--- src/rtl/fifo.sv ---
// Single-clock synchronous FIFO with registered read data and full/empty flags.
// Flags are decoded from the registered occupancy count, so they always
// reflect the state committed at the most recent clock edge.
module fifo #(
  parameter int DATA_WIDTH = 8,
  parameter int DEPTH      = 8,
  parameter int ADDR_WIDTH = 3
) (
  input  logic                  clk,
  input  logic                  rst,
  input  logic                  WREN,
  input  logic                  RDEN,
  input  logic [DATA_WIDTH-1:0] data_in,
  output logic                  full,
  output logic                  empty,
  output logic [DATA_WIDTH-1:0] data_out
);

  localparam logic [ADDR_WIDTH:0]   CountFull = (ADDR_WIDTH+1)'(DEPTH);
  localparam logic [ADDR_WIDTH:0]   CountOne  = (ADDR_WIDTH+1)'(1);
  localparam logic [ADDR_WIDTH-1:0] PtrOne    = ADDR_WIDTH'(1);

  logic [DATA_WIDTH-1:0] mem_q [DEPTH];
  logic [ADDR_WIDTH-1:0] wr_ptr_q, wr_ptr_d;
  logic [ADDR_WIDTH-1:0] rd_ptr_q, rd_ptr_d;
  logic [ADDR_WIDTH:0]   count_q, count_d;
  logic [DATA_WIDTH-1:0] dout_q, dout_d;
  logic                  wr_acc;
  logic                  rd_acc;

  // Each request is gated only by the flag that guards it, so a full FIFO
  // still takes a read and an empty FIFO still takes a write.
  always_comb begin
    wr_acc = WREN && !full;
    rd_acc = RDEN && !empty;
  end

  // Next-state for pointers, occupancy and the read data register.
  always_comb begin
    wr_ptr_d = wr_ptr_q;
    rd_ptr_d = rd_ptr_q;
    count_d  = count_q;
    dout_d   = dout_q;
    if (wr_acc) begin
      wr_ptr_d = wr_ptr_q + PtrOne;
    end
    if (rd_acc) begin
      rd_ptr_d = rd_ptr_q + PtrOne;
      dout_d   = mem_q[rd_ptr_q];
    end
    case ({wr_acc, rd_acc})
      2'b10:   count_d = count_q + CountOne;
      2'b01:   count_d = count_q - CountOne;
      default: count_d = count_q;
    endcase
  end

  // Control state register; reset wins over any request in the same cycle.
  always_ff @(posedge clk) begin
    if (rst) begin
      wr_ptr_q <= '0;
      rd_ptr_q <= '0;
      count_q  <= '0;
      dout_q   <= '0;
    end else begin
      wr_ptr_q <= wr_ptr_d;
      rd_ptr_q <= rd_ptr_d;
      count_q  <= count_d;
      dout_q   <= dout_d;
    end
  end

  // Storage array is deliberately left out of reset; stale entries are
  // unreachable once the pointers and count are cleared.
  always_ff @(posedge clk) begin
    if (!rst && wr_acc) begin
      mem_q[wr_ptr_q] <= data_in;
    end
  end

  // Status flags and read data straight from registered state.
  always_comb begin
    full     = (count_q == CountFull);
    empty    = (count_q == '0);
    data_out = dout_q;
  end

endmodule

--- config.mk ---
export PLATFORM = sky130hd
export DESIGN_NAME = fifo
export DESIGN_NICKNAME = d
export VERILOG_FILES = /design/src/rtl/fifo.sv
export SDC_FILE = /design/constraint.sdc
export NUM_CORES = 1
export LEC_CHECK = 0
export CAP_MARGIN = 20
export CORE_ASPECT_RATIO = 1.4
export CORE_MARGIN = 2
export CORE_UTILIZATION = 58
export CTS_CLUSTER_SIZE = 24
export DETAILED_ROUTE_END_ITERATION = 10
export GPL_ROUTABILITY_DRIVEN = 0
export PLACE_DENSITY = 0.79
export SYNTH_ARGS = -nofsm -noshare
export SYNTH_HDL_FRONTEND = slang
export SYNTH_SLANG_ARGS = --single-unit
--- constraint.sdc ---
create_clock -name clk -period 3.4 [get_ports clk]
set_clock_uncertainty 0.05 [all_clocks]
set_input_delay 0.34 -clock clk [delete_from_list [all_inputs] [get_ports clk]]
set_output_delay 0.34 -clock clk [all_outputs]
set_load 0.02 [all_outputs]
==> metrics.yaml, run 1 <==
status:
  status: "finished, final reports clean"
setup_path:
  worst-r2r-cell-count: 8
  crit_path_start_kind: "flop"
  path_cells: "or4b_1 > nand2_8 > ha_1 > ha_1 > a21oi_1 > a21oi_1 > or4_1 > a21oi_1"
  crit_type: "reg -> reg"
  cpMostUsedCell: "a21oi_1"
  critPathBufInv: 0
  critPathTopFamily: "simple AND/OR/NAND/NOR gates"
  r2r_setup_slack_ps: 570
  worstSetupEndpointType: "flop"
  critical_path_depth: 8
  cp_slowest_cell: "or4b_1"
  crit_arrival_ps: 3050
  path_max_fanout: 7
  required_ps: 3620
  critical_path.max_stage_delay_ps: 710
floorplanning:
  dieWidth_um: 67.6
  coreArea_um2: 5490
  pin_count: 22
  die_area_um2: 6300
  initial_core_util: 0.600
  fp-row-count: 32
  chipHeight_um: 93.1
grt:
  grt_pass1_vias: 1881
  grt_max_degree: 20
  overflow: 0
  grtUsageTotal: 0.212
  antenna_found_initial: 0
  grt_pass1_wl_mm: 9.36
clock_tree:
  clock_path_buffers: 2
  ctsHoldBuffers: 0
  clk_pin_slew_ps: 80
  cts_max_level: 3
  ctsResizeCount: 0
  cts_tree: "built"
  postCtsSetupRepairBufs: 0
  cts_buffers: 9
  numClockSinks: 82
  root_buffer: "clkbuf_8"
  clkLatencyLatePin_ps: 340
final_layout:
  drive_above_1_share: 0.232
  syn_to_final_growth_pct: 14.8
  fin_nets: 241
  mostFrequentLayoutCell: "edfxtp_1"
  multiInputGateArea_um2: 925
  diodes: 0
  ff_latch_area_um2: 2280
  final_core_util: 0.689
  final_cell_mix: "edfxtp_1 (64), nor2_1 (23), clkdlybuf4s50_1 (21)"
  n_fill_cell: 330
logic_synthesis:
  avgSynthCellArea_um2: 17.0
  synthAdderAreaFrac: 0.0251
  ys_ff_latch: 82
  synth_top_area_frac: 0.584
  yosysSeqAreaShare: 0.694
  yosys_warnings: 0
  yosysTopAreaCell: "edfxtp_1"
  synth.area.top_cells: "edfxtp_1 (58%), dfxtp_1 (11%), mux4_2 (11%), nor2_1 (2.6%), nor3_2 (2.4%)"
  synthesis.area_um2: 3290
  synth-xor-area-share: 0.0183
  synth_compound_area_frac: 0.0312
  synth_top_family_by_area: "multiplexers"
  synthSimpleGateAreaFrac: 0.0940
  synth_cell_types: 35
  synth.area.mux_share: 0.113
  syn_inst: 193
  syn-num-nets: 211
sta:
  layout_setup_ws_ps: 572
  setup-tns-final_ps: 0
  maxSlewViolCount: 0
  timing.final.crit_share: 0.832
  tightest_slew_ps: 863
  maxSlewHeadroom: 0.422
  final_hold_viol_count: 0
  setup_viol: 0
  rsz0062_at_grt: "false"
  finalCriticalPeriod_ps: 2830
  fmaxAchievable_mhz: 354
min_path:
  hold_path_depth: 2
  min_path_type: "reg -> reg"
power:
  power.leakage_nw: 1.24
  p_per_area_nw_per_um2: 718
  finalPower_mw: 2.71
  ir_worst_vdd_mv: 0.472
detailed_routing:
  vias: 1756
  wl_per_cell_um: 19.5
  postRouteAntennaNets: 0
  vias_per_cell: 5.93
  first_pass_iters: 4
  drtIter0Drc: 88
  drc_errors: 0
  wirelength_mm: 5.78
place:
  pre_cts_slack_ps: 592
  port-buffer-count: 21
  hpwl_mm: 3.93
run:
  cap_violations: 0
[kinds of logic after synthesis]
family	Yosys count
adder cells (fa/ha/maj)	6
XOR/XNOR	6
multiplexers	17
AND/OR/NAND/NOR	52
buffers and inverters	14
AO/OA/AOI/OAI	16
flip-flops	82
[final timing paths]
path	from	to
max	count_q[0]$_SDFFE_PP0P_	count_q[3]$_SDFFE_PP0P_
min	data_out[7]$_SDFFE_PP0P_	data_out[7]$_SDFFE_PP0P_
max reg2reg	count_q[0]$_SDFFE_PP0P_	count_q[3]$_SDFFE_PP0P_
min reg2reg	data_out[7]$_SDFFE_PP0P_	data_out[7]$_SDFFE_PP0P_
[state kept, by name, indices dropped and copies added (netlist names)]
signal    count
count_q       4
data_out      8
mem_q        64
rd_ptr_q      3
wr_ptr_q      3
[power by group]
group          switching (mW)  internal (mW)  total [mW]
Combinational           0.399          0.379       0.777
Sequential             0.0804           1.17        1.25
Clock                   0.332          0.350       0.682
[Yosys cell counts]
cell and count:
nand2_1 3, nand3_2 1, buf_4 1, dfxtp_1 18, mux4_2 16, xor2_2 1, buf_1 2, nor4b_1 1
and3_1 1, clkbuf_1 1, o31ai_1 1, xor2_1 4, nor4_1 2, nand3_1 3, nand2_8 1, mux2i_1 1
ha_1 5, nor3_1 3, or4b_1 1, nand2_2 2, edfxtp_1 64, buf_2 3, nor3_2 8, o41a_1 1
o22ai_1 8, nand2b_1 1, nor2_1 23, or4_1 1, nand3b_1 1, a21oi_2 1, a21oi_1 5, xnor2_1 1
buf_6 3, inv_1 4, fa_1 1
[layer usage]
layer	GRT usage	part of all wire	up-vias
li1	-	-	804
met1	0.257	0.37	879
met2	0.343	0.54	61
met5	0	0	-
met3	0.0614	0.065	12
met4	0.102	0.022	0
[through the flow]
stage | instance area, µm² | hold WS [ps] | instances
finish | 3780 | 456 | 296
global route | 3780 | 482 | 296
CTS | 3780 | 465 | 296
detailed placement | 3580 | 449 | 280
global placement | 3580 | 435 | 280
floorplan | 3290 | 389 | 193
[worst min-delay path: stages (launching register included)]
cell and delay [ps]:
dfxtp_1 330, nor2_1 60, nor3_2 80
[final cells by class]
type / count / share of cell area
clock buffers: 14 / 0.0484
clock inverters: 2 / 0.00464
inverters: 4 / 0.00397
multi-input cells: 97 / 0.245
flip-flops and latches: 82 / 0.604
well taps: 68 / 0.0225
repair buffers: 29 / 0.0715
No activity file was read; power rests on OpenSTA's default activity.
==> run 2, diff against run 1 <==
Clock period 3.4 ns to 2.8 ns, I/O delays scaled along.
==> run 2 against run 1 <==
  * Maximum frequency is 5.6% higher
  * Largest power group unchanged
  * Setup slack lost 450 ps
  * Total power increased by 20%
  * Clock power increased by 15%
  * Hold slack improved by 10 ps
  * Sequential share of layout area unchanged
  * Register-to-register slack worse by 450 ps
  * Sequential power is 22% higher
  * First-iteration DRC count grew 24%
  * Combinational power up 22%
  * Final area unchanged
  * Via count decreased by 1.5%
==> metrics.yaml, run 2 (same netlist as run 1, synthesis figures left out) <==
final_layout:
  fin_nets: 242  # was 241
  n_fill_cell: 343  # was 330
  layoutNonFillerInstCount: 297  # was 296
  syn_to_final_growth_pct: 14.8  # unchanged
  final_cell_mix: "edfxtp_1 (64), nor2_1 (23), clkdlybuf4s50_1 (21)"  # unchanged
  mostFrequentLayoutCell: "edfxtp_1"  # unchanged
  final_core_util: 0.689  # unchanged
  diodes: 0  # unchanged
  ff_latch_area_um2: 2280  # unchanged
  top_register: "mem_q"  # unchanged
  drive_above_1_share: 0.249  # was 0.232
  largest_reg_flops: 64  # unchanged
  multiInputGateArea_um2: 932  # was 925 µm²
place:
  pre_cts_slack_ps: 13.5  # was 592 ps
  port-buffer-count: 21  # unchanged
  dp_cells: 281  # was 280
  hpwl_mm: 3.88  # was 3.93 mm
setup_path:
  crit_path_end: "count_q[3]$_SDFFE_PP0P_"  # unchanged
  timing.rr.start: "count_q[0]$_SDFFE_PP0P_"  # unchanged
  path_cells: "or4b_4 > nand2_8 > ha_1 > ha_1 > a21oi_2 > a21oi_1 > or4_1 > a21oi_1"  # was or4b_1 > nand2_8 > ha_1 > ha_1 > a21oi_1 > a21oi_1 > or4_1 > a21oi_1
  worstSetupStartpoint: "count_q[0]$_SDFFE_PP0P_"  # unchanged
  critical_path.max_stage_delay_ps: 630  # was 710 ps
  worst-r2r-cell-count: 8  # unchanged
  path_max_fanout: 7  # unchanged
  worstSetupEndpointType: "flop"  # unchanged
  crit_type: "reg -> reg"  # unchanged
  crit_path_start_kind: "flop"  # unchanged
  r2r_setup_slack_ps: 120  # was 570 ps
  crit_arrival_ps: 2910  # was 3050 ps
  timing.rr.end: "count_q[3]$_SDFFE_PP0P_"  # unchanged
  required_ps: 3030  # was 3620 ps
  cp_slowest_cell: "or4b_4"  # was or4b_1
grt:
  antenna_found_initial: 0  # unchanged
  grt_pass1_wl_mm: 9.29  # was 9.36 mm
  grt_pass1_vias: 1780  # was 1881
  overflow: 0  # unchanged
  grtUsageTotal: 0.214  # was 0.212
  grt_max_degree: 19  # was 20
floorplanning:
  dieWidth_um: 67.6  # unchanged
  fp-row-count: 32  # unchanged
  die_area_um2: 6300  # unchanged
  coreArea_um2: 5490  # unchanged
  pin_count: 22  # unchanged
  chipHeight_um: 93.1  # unchanged
  initial_core_util: 0.600  # unchanged
clock_tree:
  cts_buffers: 9  # unchanged
  cts_tree: "built"  # unchanged
  clock_path_buffers: 2  # unchanged
  cts_max_level: 3  # unchanged
  root_buffer: "clkbuf_8"  # unchanged
  clk_pin_slew_ps: 90  # was 80 ps
  ctsHoldBuffers: 0  # unchanged
  clkLatencyLatePin_ps: 340  # about the same
  numClockSinks: 82  # unchanged
detailed_routing:
  vias_per_cell: 5.82  # was 5.93
  vias: 1730  # was 1756
  wl_per_cell_um: 20.0  # was 19.5 µm
  postRouteAntennaNets: 0  # unchanged
  wirelength_mm: 5.93  # was 5.78 mm
  first_pass_iters: 4  # unchanged
  drtIter0Drc: 109  # was 88
  drc_errors: 0  # unchanged
run:
  cap_violations: 0  # unchanged
status:
  status: "finished, final reports clean"  # unchanged
sta:
  finalCriticalPeriod_ps: 2680  # was 2830 ps
  fmaxAchievable_mhz: 373  # was 354 MHz
  layout_setup_ws_ps: 122  # was 572 ps
  final_hold_viol_count: 0  # unchanged
  timing.final.crit_share: 0.956  # was 0.832
  maxSlewHeadroom: 0.361  # was 0.422
  rsz0062_at_grt: "false"  # unchanged
  maxSlewViolCount: 0  # unchanged
  setup-tns-final_ps: 0  # unchanged
  tightest_slew_ps: 955  # was 863 ps
  setup_viol: 0  # unchanged
min_path:
  min_path_type: "reg -> reg"  # unchanged
power:
  p_per_area_nw_per_um2: 861  # was 718 nW/µm²
  power.leakage_nw: 1.24  # about the same
  ir_worst_vdd_mv: 0.579  # was 0.472 mV
## run 2: through the flow
stage	total power [mW]	cell area (µm²)	hold slack (ps)
global placement	2.45	3580	434
detailed placement	2.49	3580	452
floorplan	2.23	3290	329
finish	3.25	3780	466
global route	3.42	3780	496
CTS	3.27	3770	473
## run 2: area by class of cell
class,instances,area share
Sequential cell,82,0.604
Multi-Input combinational cell,97,0.247
Timing Repair Buffer,30,0.0735
Clock buffer,10,0.0364
Tap cell,68,0.0225
Clock inverter,6,0.0126
Inverter,4,0.00397
## run 2: worst max-delay path: cells and delay by family, from the launching register on
kind,cells,cell delay (ps)
compound gates,3,430
fa+ha+maj,2,500
flops,1,390
simple gates,3,1240
## run 2: routing by layer
metal  global-route usage  share of wire  vias up
met1                0.260           0.41      867
li1                     -              -      813
met4                0.102          0.019        0
met3               0.0457          0.030       10
met2                0.356           0.54       40
met5                    0              0        -
## run 2: worst min path at each step
stage | startpoint | endpoint | slack [ps] | depth (start not counted)
after detailed placement | data_out[0]$_SDFFE_PP0P_ | data_out[0]$_SDFFE_PP0P_ | 450 | 2
after floorplan | data_in[0] | mem_q[0][0]$_DFFE_PP_ | 330 | 0
after global routing | data_out[2]$_SDFFE_PP0P_ | data_out[2]$_SDFFE_PP0P_ | 500 | 2
after CTS | data_out[0]$_SDFFE_PP0P_ | data_out[0]$_SDFFE_PP0P_ | 470 | 2
after global placement | data_out[1]$_SDFFE_PP0P_ | data_out[1]$_SDFFE_PP0P_ | 430 | 2
final | data_out[0]$_SDFFE_PP0P_ | data_out[0]$_SDFFE_PP0P_ | 470 | 2
## run 2: repair_timing
action | in CTS | in global routing
gates resized for setup | 1 | 1
gates cloned | 0 | 0
setup buffers | 0 | 0
endpoints found under the setup margin | 1 | 1
## run 2: where the power goes
| group | internal (mW) | switching, mW | leakage, nW |
|---|---|---|---|
| Sequential | 1.42 | 0.0987 | 0.726 |
| Clock | 0.357 | 0.426 | 0.0955 |
| Combinational | 0.463 | 0.486 | 0.420 |
| Total | 2.24 | 1.01 | 1.24 |
==> run 3, diff against run 2 <==
Settings changed: SLEW_MARGIN set to 15.
==> results of run 3 <==
Final layout, timing and power as in run 2 (identical DEF).
